`src/rtl/apple1_term_writer.sv`:
```
// Writer side of the Apple-1 terminal character memory.
// Takes ASCII characters, turns them into 6-bit codes and drives the shift,
// data and recirculate controls of the SLOTS-slot recirculating shift
// register so that each character is stored in the slot under the cursor.
// An end of line (CR or column wrap) pulses line_done and then writes spaces
// into every slot during one full pass.
//
// Optional feature: define LOWERCASE_FOLD_EN to fold 0x60-0x7E to upper case.
// When it is not defined, those codes are consumed and dropped.
//
// Ports:
//   clock          system clock, all state changes on posedge
//   reset          synchronous active-high reset
//   slot_tick      one-cycle strobe per character time
//   char_in        7-bit ASCII character
//   char_valid     char_in is valid
//   char_ready     block can accept a character
//   sr_shift       shift enable to the memory, one cycle per slot
//   sr_in          6-bit code written when sr_recirculate is 0
//   sr_recirculate 1 keeps the stored slot, 0 replaces it with sr_in
//   cursor_col     current cursor column
//   line_done      one-cycle pulse at end of line
module apple1_term_writer #(
  parameter int unsigned SLOTS = 40
) (
  input  logic       clock,
  input  logic       reset,
  input  logic       slot_tick,
  input  logic [6:0] char_in,
  input  logic       char_valid,
  output logic       char_ready,
  output logic       sr_shift,
  output logic [5:0] sr_in,
  output logic       sr_recirculate,
  output logic [5:0] cursor_col,
  output logic       line_done
);

  localparam int unsigned CW = 6;
  localparam logic [CW-1:0] LAST_SLOT = CW'(SLOTS - 1);
  localparam logic [CW-1:0] SPACE_CODE = 6'h20;

  typedef enum logic [2:0] {
    IDLE,
    WAIT,
    DROP,
    EOL,
    CLEAR
  } state_t;

  state_t          state;
  logic [CW-1:0]   slot;
  logic [CW-1:0]   code;
  logic            clr_active;

  logic            is_print_c;
  logic            is_cr_c;
  logic [CW-1:0]   code_c;
  logic            xfer_c;
  logic            slot_match_c;

  // Classify the incoming character and form its 6-bit code.
  always_comb begin
    is_print_c = 1'b0;
    is_cr_c    = 1'b0;
    code_c     = char_in[5:0];
    if (char_in == 7'h0D) begin
      is_cr_c = 1'b1;
    end else if ((char_in >= 7'h20) && (char_in <= 7'h5F)) begin
      is_print_c = 1'b1;
`ifdef LOWERCASE_FOLD_EN
    end else if ((char_in >= 7'h60) && (char_in <= 7'h7E)) begin
      is_print_c = 1'b1;
      code_c     = CW'(char_in - 7'h20);
`endif
    end
  end

  assign xfer_c       = char_valid && char_ready;
  assign slot_match_c = slot_tick && (slot == cursor_col);

  // Slot counter, control FSM and registered memory controls.
  always_ff @(posedge clock) begin
    if (reset) begin
      state          <= IDLE;
      slot           <= '0;
      code           <= '0;
      clr_active     <= 1'b0;
      char_ready     <= 1'b0;
      sr_shift       <= 1'b0;
      sr_in          <= '0;
      sr_recirculate <= 1'b1;
      cursor_col     <= '0;
      line_done      <= 1'b0;
    end else begin
      // Every tick shifts one slot; non-target slots keep their contents.
      sr_shift       <= slot_tick;
      sr_recirculate <= 1'b1;
      sr_in          <= '0;
      line_done      <= 1'b0;

      if (slot_tick) begin
        slot <= (slot == LAST_SLOT) ? '0 : CW'(slot + 1'b1);
      end

      case (state)
        IDLE: begin
          char_ready <= 1'b1;
          if (xfer_c) begin
            char_ready <= 1'b0;
            if (is_cr_c) begin
              state <= EOL;
            end else if (is_print_c) begin
              code  <= code_c;
              state <= WAIT;
            end else begin
              state <= DROP;
            end
          end
        end

        // Ticks in the transfer cycle are seen in IDLE, so a same-cycle
        // match is naturally deferred to the next pass.
        WAIT: begin
          if (slot_match_c) begin
            sr_recirculate <= 1'b0;
            sr_in          <= code;
            if (cursor_col == LAST_SLOT) begin
              state <= EOL;
            end else begin
              cursor_col <= CW'(cursor_col + 1'b1);
              char_ready <= 1'b1;
              state      <= IDLE;
            end
          end
        end

        DROP: begin
          char_ready <= 1'b1;
          state      <= IDLE;
        end

        EOL: begin
          line_done  <= 1'b1;
          cursor_col <= '0;
          clr_active <= 1'b0;
          state      <= CLEAR;
        end

        // The blanking pass starts at slot 0 and covers every slot once.
        CLEAR: begin
          if (slot_tick && (clr_active || (slot == '0))) begin
            sr_recirculate <= 1'b0;
            sr_in          <= SPACE_CODE;
            clr_active     <= 1'b1;
            if (slot == LAST_SLOT) begin
              clr_active <= 1'b0;
              char_ready <= 1'b1;
              state      <= IDLE;
            end
          end
        end

        default: begin
          state <= IDLE;
        end
      endcase
    end
  end

endmodule

```
`config.mk`:
```
export PLATFORM = sky130hd
export DESIGN_NAME = apple1_term_writer
export DESIGN_NICKNAME = d
export VERILOG_FILES = /design/src/rtl/apple1_term_writer.sv
export SDC_FILE = /design/constraint.sdc
export NUM_CORES = 1
export LEC_CHECK = 0
export ABC_AREA = 1
export ABC_CLOCK_PERIOD_IN_PS = 1450
export CAP_MARGIN = 20
export CORE_MARGIN = 4
export CORE_UTILIZATION = 30
export CTS_CLUSTER_DIAMETER = 50
export DETAILED_ROUTE_END_ITERATION = 8
export PLACE_DENSITY = 0.61
export SLEW_MARGIN = 20
export SYNTH_ARGS = -nofsm -noshare
export SYNTH_HDL_FRONTEND = slang
export SYNTH_SLANG_ARGS = --single-unit
```
`constraint.sdc`:
```
create_clock -name clock -period 1.45 [get_ports clock]
set_input_delay 0.29 -clock clock [delete_from_list [all_inputs] [get_ports clock]]
set_output_delay 0.29 -clock clock [all_outputs]
set_load 0.01 [all_outputs]
```
### Word-level counts from Yosys, hierarchy flattened

Cells that the tools add are included.

* register bits after elaboration: 32
* input port bits: 11
* output and inout bits: 16
* word-level logic and storage cells: 74

* $add $sub $neg: 2
* $lt $le $gt $ge: 2
* eq/ne operators: 13
* multiplexer cells: 31
* bitwise operators: 1
* reductions and logical operators: 15

Operators with widths (count)
* 6-bit 2-to-1 mux: 5
* 6-bit case mux with 2 select lines: 2
* 1-bit 2-to-1 mux: 13
* 6-bit by 1-bit adder with 6-bit output (second input constant): 2
* 6-bit equality test (second input constant): 2
* 3-bit 2-to-1 mux: 4
* 3-bit case mux with 4 select lines: 1
* 2-bit inequality test (second input constant): 5
* 4-bit AND reduction: 2
* 7-bit by 4-bit equality test with 1-bit output (second input constant): 1
* 7-bit by 6-bit >= comparator with 1-bit output (second input constant): 1
* 7-bit less-or-equal comparator (second input constant): 1
* 3-bit by 2-bit equality test with 1-bit output (second input constant): 2
* 6-bit equality test: 1
* 6-bit logical NOT: 1
* 2-bit 2-to-1 mux: 3
* 5-bit AND reduction: 1
* 1-bit logical AND: 4
* 1-bit case mux with 2 select lines: 2
* 1-bit case mux with 4 select lines: 1
* 2-bit nonzero test: 2
* 4-bit nonzero test: 1
* 3-bit by 1-bit equality test with 1-bit output (second input constant): 1
* 3-bit equality test (second input constant): 1
* 5 further kinds: 5

### Longest topological paths before layout

Gate-level depths: netlist (run 1).

* depth in word-level cells: 8
* mapped depth: 13
* gate-level depth less buffers: 13

### Least setup slack after synthesis (run 1)

Ideal clock, no wire load.

* path kind: reg2reg
* start point: register cursor_col[1]
* end point: register cursor_col[1]
* setup time: 0.113 ns
* arrival time: 1.318 ns
* required time: 1.337 ns
* slack: 0.019 ns
* stages on the path, launching flop included: 13
* path buffers: 0
* clock period less this slack: 1.431 ns
* cells stage by stage: dfxtp_1 > ha_1 > nand2_2 > inv_2 > nand2_1 > nor2_1 > nand2_1 > nand2_1 > inv_2 > nand2_4 > inv_2 > nor2_1 > nor2_1

* word-level cells in the longest chain between the ends: 4
* elaborated cells between the ends (all ways): 10
* classes of those cells: add/sub: 1; eq/ne: 4; mux: 3; reduce/logical: 2

Ends and longest elaborated chain
* start: declaration: line 35 `output logic [5:0] cursor_col,`
* start signal: assignment: line 131 `cursor_col <= CW'(cursor_col + 1'b1);`
* 6-bit by 1-bit adder with 6-bit output / 6-bit equality test (equally long branches): line 131, 80
* 6-bit 2-to-1 mux / 1-bit logical AND (equally long branches): line 128, 80
* 6-bit 2-to-1 mux / 2-bit inequality test (equally long branches)
* 6-bit case mux with 2 select lines / 3-bit AND reduction (equally long branches)

Parallel ways exist; a longest one is shown, timed or not. The select of a mux whose other input is x is not followed.
A chain may end at the register's enable or synchronous reset.

### Final worst setup path (run 1)

* start point: register sr_shift
* end point: output sr_shift

RTL lines
* start: declaration: line 32 `output logic sr_shift,`
* start signal: assignment: line 97 `sr_shift <= slot_tick;`

No word-level cell between the ends.

==> summary.md, run 1 <==
| Metric | Value |
|---|---|
| Layout cells sized above 1 | 28.8% |
| Rows | 26 |
| Core Area | 5270 um^2 |
| Post-DR vias/cell | 4.49 |
| Fin util | 46.5% |
| Root buf cell | clkbuf_8 |
| Worst slack, placed | -0.219 ns |
| Setup ws final | between 0.03 and 0.04 ns |
| Total number of H-tree levels | 2 |
| Crit Path Max Fanout | 1 |
| Area of the multi-input gates | 986 um^2 |
| Hold WS | 0.475 ns |
| Fill count | 556 |
| CTS Buf Count | 5 |
| Total power | 3.08 mW |
| Buf/Inv on CP | 1 |
| Worst EP required | 1.16 ns |
| Seq/Total Area, Yosys | 38.2% |
| Cells after Synth | between 200 and 300 |
| Syn_area_per_cell | roughly 6.7 um^2 |
| Global-route wire length before repair | 6840 um |
| Critical Path AT | 1.13 ns |
| Worst Setup EP | sr_shift |
| Clock Skews | 0.00457 ns |
| Synth Warn # | 0 |
| Die width | ~83 um |
| CP Class | flop to primary output |
| Clock Latency Late Sink | between 0.2 and 0.3 ns |
| Critical Path, Cell by Cell | clkdlybuf4s50_1 |
| Largest net degree at the start of global routing | 13 |
| ANT cells | 0 |
| Die Span Y | just over 80 um |
| R2r endpoint | cursor_col[1] |
| Hold WC Path Type | flop to flop |
| CP delay by family, top | buffers and inverters |
| Max stage delay on crit path | 0.53 ns |
| DR DRC count | 0 |
| Ports | 27 |
| Fin crit period | around 1.4 ns |
| Pins Over Slew Limit | 0 |
| Gr usage total | between 10% and 20% |
| RSZ-0062 raised after global routing | true |
| Worst IR Drop VDD | 0.582 mV |
| Lkg Pwr | roughly 1.2 nW |
| Max frequency | 705 MHz |
| Vias | 1718 |
| CP max-delay cell | clkdlybuf4s50_1 |
| HPWL Detailed | between 3000 and 4000 um |
| Crit start category | flop |
| Initial drt markers | 54 |
| Outcome | finished, final reports clean |
| CP Depth | 1 |
| Endpoints failing setup | 0 |
| DRT Pass-1 Iters | 4 |
| Clock transition at path regs | 0.07 ns |
| Hold Fails Final Rpt | 0 |
| Yosys reg bits | 32 |
| Crit path from | sr_shift |
| CTS tree | done |
| Synthesized Nets | 264 |
| Worst reg-to-reg path cell count | 14 |
| Final wirelength | between 4000 and 5000 um |
| Hold path cells | 1 |
| GP Congestion | a little over 0.8 |
| Netlist cell types | 29 |
| Final #Nets | between 300 and 400 |
| Worst Tran Pin Value | 0.453 ns |
| Slew HR | a little over two thirds |
| Congestion Overflow GR | 0 |
| Max Cap Viol | 0 |
| PortBufs | 26 |
| Tcrit/Tclk final | 97.8% |
| Worst R2R Start | cursor_col[1] |
| Clock Path Buffers | 2 |
| Initial antenna violation count | 0 |
| Mapped Area | 1680 um^2 |
| Post-route antenna net violation count | 0 |
| DR WL/cell | approximately 11 um |
| Layout area overhead | 46.0% |
| TritonCTS Sinks | 32 |
| Register area | 654 um^2 |
| PD cells | 1260 nW/um^2 |
| Worst setup EP type | primary output |
| Vias in the first global route | 1546 |
| Starting Density | a little under a third |
| DIE AREA | 6850 um^2 |
| Worst R2R Setup Slack | 0.04 ns |
==> metal layers <==
layer	up-vias	GRT usage (%)	wire, um
li1	915	-	-
met1	768	17.2	2020
met2	30	21.4	2040
met3	5	2.92	168
met4	0	4.90	54
met5	-	0	0
==> flip-flops by register name, summed over array words and instances (netlist names) <==
signal	cells
char_ready	1
sr_shift	1
code	6
line_done	1
sr_recirculate	1
state	3
cursor_col	6
clr_active	1
sr_in	6
slot	6
==> layout by cell type (no fill, tap or decap), types with 5 or more instances in the layout <==
cell,netlist,final
a21oi_1,15,10
a21oi_2,1,6
buf_4,1,30
clkbuf_8,0,5
clkdlybuf4s50_1,0,12
dfxtp_1,32,23
dfxtp_2,0,8
dlygate4sd2_1,0,9
dlymetal6s2s_1,0,5
inv_1,23,20
inv_2,10,11
nand2_1,64,62
nand3_1,14,13
nor2_1,45,41
o21ai_0,9,9
==> worst min-delay path by stage <==
stage	start	end	slack [ns]
global placement	code[0]	sr_in[0]	0.46
detailed placement	code[0]	sr_in[0]	0.47
finish	code[0]	sr_in[0]	0.47
floorplan	reset	slot[2]	0.37
global route	code[0]	sr_in[0]	0.49
CTS	code[0]	sr_in[0]	0.48
==> cell usage after synthesis, drive strengths merged <==
cell | count | share of area, %
inv | 33 | 7.4
nand3 | 15 | 5.2
nor3 | 6 | 2.1
a31oi | 1 | 0.37
nor3b | 6 | 2.7
dfxtp | 32 | 38
xor2 | 3 | 1.6
o21ai | 10 | 3.0
nand4 | 2 | 0.75
nor2 | 48 | 11
buf | 2 | 0.75
o2111ai | 1 | 0.52
nand2 | 69 | 18
o21bai | 1 | 0.45
ha | 3 | 2.2
xnor2 | 1 | 0.52
a21oi | 16 | 5.0
clkbuf | 1 | 0.22
==> area by class of cell <==
type | instances | share of cell area [%]
multi-input cells | 183 | 40.2
flip-flops and latches | 32 | 26.7
repair buffers | 57 | 20.3
inverters | 33 | 5.36
well taps | 70 | 3.58
clock buffers | 5 | 2.81
clock inverters | 3 | 0.970
==> cell families (layout without fill, tap and decap cells) <==
kind of cell    Yosys count  count (layout)  synth area share, %
simple gates            146             147                 39.8
buf+inv                  36              98                 8.35
flops                    32              32                 38.2
fa+ha+maj                 3               3                 2.24
xor+xnor                  4               4                 2.09
compound gates           29              29                 9.32
==> power by group <==
part | internal (mW) | switching [mW] | total, mW
registers | 0.999 | 0.0785 | 1.08
logic | 0.530 | 0.759 | 1.29
clock network | 0.340 | 0.371 | 0.710
total | 1.87 | 1.21 | 3.08
==> stage by stage <==
| step | cells | cell area (um^2) | TNS, ns |
|---|---|---|---|
| 5_1_grt | 383 | 2450 | -0.609 |
| 2_1_floorplan | 250 | 1680 | 0 |
| 3_5_place_dp | 371 | 2220 | -4.16 |
| 4_1_cts | 379 | 2310 | 0 |
| 3_3_place_gp | 371 | 2220 | -4.05 |
| 6_report | 383 | 2450 | 0 |
==> timing repair <==
| item | CTS | global route |
|---|---|---|
| hold buffers | 0 | 0 |
| endpoints found under the setup margin | 15 | 26 |
| gates cloned | 0 | 1 |
| resized for setup | 17 | 34 |
| pin swaps | 1 | 9 |
| buffers inserted | 0 | 3 |
Note: power is estimated with default switching activity, not from simulation.
==> run 2, diff against run 1 <==
Settings changed: CTS_BUF_LIST from default to sky130_fd_sc_hd__clkbuf_16.
==> run 2 against run 1 <==
Maximum frequency decreased by 1.4%; global-route usage rose by 0.20 points; combinational power about the same; total power up 12%; cell area up 2.1%; count of clock-buffer cells in the layout did not move; via count is 1.7% higher.
==> summary.md, run 2 (synthesis gave the netlist of run 1 again) <==
| Metric | Value |
|---|---|
| Vias in the first global route | 1586 |
| Worst Tran Pin Value | 0.449 ns |
| Slew HR | 69.9% |
| Die width | roughly 83 um |
| Total power | 3.46 mW |
| Congestion Overflow GR | 0 |
| Post-DR vias/cell | roughly 4.6 |
| Worst slack, placed | -0.219 ns |
| CTS tree | done |
| PD cells | around 1400 nW/um^2 |
| Outcome | finished, final reports clean |
| Pins Over Slew Limit | 0 |
| DIE AREA | 6850 um^2 |
| Rows | 26 |
| CTS Buf Count | 5 |
| Final #Nets | 326 |
| Max frequency | between 600 and 700 MHz |
| Crit start category | flop |
| Total number of H-tree levels | 2 |
| ANT cells | 0 |
| Lkg Pwr | between 1 and 1.5 nW |
| Endpoints failing setup | 0 |
| Max Cap Viol | 0 |
| Worst IR Drop VDD | approximately 0.63 mV |
| Hold WC Path Type | flop to flop |
| Commonest cells after routing, fill and taps aside | nand2_1 (62), nor2_1 (39), buf_4 (30), dfxtp_1 (23), inv_1 (20) |
| Worst EP required | about 1.6 ns |
| HPWL Detailed | between 3000 and 4000 um |
| DR WL/cell | 11.5 um |
| Commonest non-fill, non-tap cell in the layout | nand2_1 |
| Initial antenna violation count | 0 |
| Layout area overhead | 49.1% |
| Final instance area | 2500 um^2 |
| Gr usage total | 13.4% |
| TritonCTS Sinks | 32 |
| Tcrit/Tclk final | 99.1% |
| Root buf cell | clkbuf_16 |
| Critical Path AT | 1.62 ns |
| Initial drt markers | 71 |
| Largest net degree at the start of global routing | 13 |
| Fin crit period | 1.44 ns |
| Crit Path Max Fanout | 6 |
| Vias | 1748 |
| Layout cells sized above 1 | 29.4% |
| Hold-fix buffers, CTS | 0 |
| Starting Density | 31.8% |
| Core Area | between 5000 and 6000 um^2 |
| Hold WS | 0.471 ns |
| Clock Skews | 0.00455 ns |
| DR DRC count | 0 |
| Fin util | 47.5% |
| Clock transition at path regs | roughly 0.060 ns |
| Clock Path Buffers | 2 |
| Worst setup EP type | flop |
| CP Class | flop to flop |
| Setup ws final | 0.0123 ns |
| RSZ-0062 raised after global routing | true |
| Placed Area | 2220 um^2 |
| Final wirelength | 4390 um |
| Clock Latency Late Sink | 0.28 ns |
| PortBufs | 26 |
| Global-route wire length before repair | a little under 7000 um |
| Ports | 27 |
| Hold Fails Final Rpt | 0 |
| Die Span Y | 82.8 um |
| Worst R2R Setup Slack | 0.01 ns |
| GP Congestion | 0.808 |
| DRT Pass-1 Iters | 4 |
| Post-route antenna net violation count | 0 |
==> run 2: cell types whose count changed in the layout (fill, tap and decap cells not counted), moves of 2 or more <==
cell / delta
nor2_2: +2
clkbuf_16: +5
clkdlybuf4s50_1: +6
dlygate4sd2_1: -2
clkbuf_8: -5
dlymetal6s2s_1: -4
nor2_1: -2
==> run 2: routing by layer <==
layer	track usage [%]	vias up	part of all wire, %
met2	21.6	45	47
met3	3.02	15	4.8
met5	0	-	0
li1	-	914	-
met4	6.05	0	2.6
met1	17.1	774	45
==> run 2: final timing paths <==
path | from | endpoint | depth (start not counted)
setup / recovery | cursor_col[1] | cursor_col[1] | 12
hold / removal | code[0] | sr_in[0] | 1
setup reg to reg | cursor_col[1] | cursor_col[1] | 12
hold reg to reg | code[0] | sr_in[0] | 1
==> run 2: timing repair <==
action                     CTS  global route
cloned                       0             1
resized for setup           14            32
buffers inserted             0             3
pin swaps                    1            11
setup endpoints to repair   13            22
==> run 2: where the power goes <==
group | switching (mW) | internal [mW] | total [mW]
combinational | 0.775 | 0.542 | 1.32
sequential | 0.0790 | 1.00 | 1.08
clock | 0.419 | 0.638 | 1.06
==> run 2: through the flow <==
| step | TNS [ns] | cells |
|---|---|---|
| 2_1_floorplan | 0 | 250 |
| 3_3_place_gp | -4.05 | 371 |
| 3_5_place_dp | -4.16 | 371 |
| 4_1_cts | 0 | 379 |
| 5_1_grt | -0.638 | 383 |
| 6_report | 0 | 383 |
==> run 2: area by class of cell <==
type / count / area [um^2]
multi-input combinational: 183 / 991
sequential: 32 / 652
fill: 548 / 2770
clock inverter: 3 / 23.8
timing repair buffer: 57 / 490
tap: 70 / 87.6
inverter: 33 / 131
clock buffer: 5 / 125
==> run 2: critical path, stage by stage, from the launching register on <==
cell and delay (ns):
dfxtp_2 0.34, ha_2 0.19, nand2_2 0.07, inv_2 0.06, nand2_1 0.05, nor2_2 0.17, nand2_1 0.08, nand2_2 0.08
inv_4 0.06, nand2_8 0.07, clkinv_4 0.04, nor2_1 0.07, nor2_1 0.05
==> run 3, diff against run 2 <==
Settings changed: CORE_ASPECT_RATIO from default to 2.
==> run 3 against run 2 <==
Via count up 1.7%; first-iteration DRC count down 49%; global-route usage up 0.98 points; worst hold slack worse by 0.039 ns; register-to-register slack about the same; sequential share of layout area up 0.095 points; non-clock buffer count up 2; core utilization down 1.1 points; die area up 1.1%; worst setup slack better by 0.011 ns; critical path depth down 6; sequential cell count unchanged; critical endpoint is now sr_in[0].
==> summary.md, run 3 (synthesis gave the netlist of run 1 again) <==
| Metric | Value |
|---|---|
| PD cells | 1380 nW/um^2 |
| Lkg Pwr | 1.16 nW |
| DRT Pass-1 Iters | 4 |
| Register area | 657 um^2 |
| HPWL Detailed | 3600 um |
| Congestion Overflow GR | 0 |
| Crit start category | flop |
| PortBufs | 26 |
| Initial antenna violation count | 0 |
| Worst EP required | 1.65 ns |
| Gr usage total | 14.4% |
| Clock Skews | 0.00393 ns |
| Rows | 38 |
| CP Class | flop to flop |
| Root buf cell | clkbuf_16 |
| Pins Over Slew Limit | 0 |
| DIE AREA | 6930 um^2 |
| Hold Path End | sr_shift |
| Initial drt markers | 36 |
| Clock Latency Late Sink | 0.28 ns |
| Commonest non-fill, non-tap cell in the layout | nand2_1 |
| Fin crit period | 1.43 ns |
| Final wirelength | 4610 um |
| CTS tree | done |
| Non-filler instance count after layout | between 300 and 400 |
| Tcrit/Tclk final | between 90% and 100% |
| DR DRC count | 0 |
| Total number of H-tree levels | 2 |
| Die Span Y | 114 um |
| Vias in the first global route | 1726 |
| Outcome | finished, final reports clean |
| Crit Path Max Fanout | 6 |
| Die width | 60.9 um |
| Worst Tran Pin Value | 0.293 ns |
| Starting Density | 31.0% |
| Hold Fails Final Rpt | 0 |
| Endpoints failing setup | 0 |
| TritonCTS Sinks | 32 |
| Vias | ~1800 |
| Post-DR vias/cell | 4.74 |
| Max Cap Viol | 0 |
| R2r endpoint | sr_in[0] |
| Clock Path Buffers | 2 |
| RSZ-0062 raised after global routing | true |
| Worst setup EP type | flop |
| Placed Cells | 363 |
| Max frequency | between 700 and 800 MHz |
| Final instance area | around 2500 um^2 |
| Hold path start | slot_tick |
| Post-route antenna net violation count | 0 |
| Core Area | 5420 um^2 |
| Worst R2R Setup Slack | about 0.024 ns |
| ANT cells | 0 |
| Layout cells sized above 1 | 29.8% |
| Fill count | between 500 and 600 |
| GP Congestion | about 0.83 |
| Hold path cells | 4 |
| CTS Buf Count | 5 |
| Slew HR | 80.4% |
| Critical Path AT | 1.62 ns |
| Hold WC Path Type | primary input to flop |
| Worst reg-to-reg path cell count | 6 |
| Area of the multi-input gates | 988 um^2 |
| Clock transition at path regs | 0.06 ns |
| Placed Area | 2220 um^2 |
| Ports | 27 |
| Largest net degree at the start of global routing | 13 |
| Layout area overhead | 49.7% |
| Worst IR Drop VDD | about 1.1 mV |
| Final #Nets | 328 |
| DR WL/cell | 12.3 um |
| Worst R2R Start | state[0] |
| Commonest cells after routing, fill and taps aside | nand2_1 (60), nor2_1 (37), buf_4 (32), dfxtp_1 (23), inv_1 (21) |
| Global-route wire length before repair | 7420 um |
[run 3: power by group]
| group | leakage [nW] | switching [mW] | internal (mW) |
|---|---|---|---|
| Combinational | 0.830 | 0.785 | 0.565 |
| Sequential | 0.265 | 0.0835 | 0.999 |
| Clock | 0.0660 | 0.401 | 0.637 |
| Total | 1.16 | 1.27 | 2.20 |
[run 3: final cells by class]
| class | count | share of cell area, % |
|---|---|---|
| clock buffers | 5 | 4.98 |
| clock inverters | 3 | 0.947 |
| inverters | 33 | 5.33 |
| multi-input cells | 183 | 39.4 |
| flip-flops and latches | 32 | 26.2 |
| well taps | 60 | 2.99 |
| repair buffers | 59 | 20.2 |
[run 3: worst max-delay path, cell delays in order (launching register included)]
cell	delay, ns
dfxtp_1	0.40
inv_2	0.04
nor2_1	0.15
nand2_1	0.14
inv_4	0.15
nand2_1	0.21
nor3b_2	0.26
[run 3: worst max-delay path by stage]
stage	startpoint	end	slack [ns]	cells after the start
2_1_floorplan	cursor_col[1]	cursor_col[1]	0.02	12
3_3_place_gp	slot_tick	slot[5]	-0.25	8
3_5_place_dp	slot_tick	slot[5]	-0.25	8
4_1_cts	slot[1]	char_ready	0.006	8
5_1_grt	cursor_col[0]	cursor_col[1]	-0.07	12
6_report	state[0]	sr_in[0]	0.02	6
[run 3: what timing repair did]
item                                    4_1_cts  5_1_grt
cloned                                        0        1
endpoints found under the setup margin       14       26
gates resized for setup                      14       35
buffers inserted                              0        3
hold buffers                                  0        0
pin swaps                                     0       17
[run 3: routing by layer]
metal / global-route usage [%] / part of all wire (%)
met1: 12.6 / 34
met4: 7.53 / 3.1
met2: 28.7 / 60
met3: 2.15 / 3.0
met5: 0 / 0
[run 3: metrics by stage]
stage / TNS, ns / util, % / setup WS (ns) / total power [mW] / hold slack [ns]
final: 0 / 46.3 / 0.0238 / 3.47 / 0.432
after global routing: -0.455 / 46.3 / -0.0656 / 3.71 / 0.467
after CTS: 0 / 43.8 / 0.00551 / 3.36 / 0.477
after detailed placement: -5.06 / 41.0 / -0.248 / 2.32 / 0.465
after global placement: -4.47 / 41.0 / -0.251 / 2.31 / 0.470
after floorplan: 0 / - / 0.0189 / 1.87 / 0.369
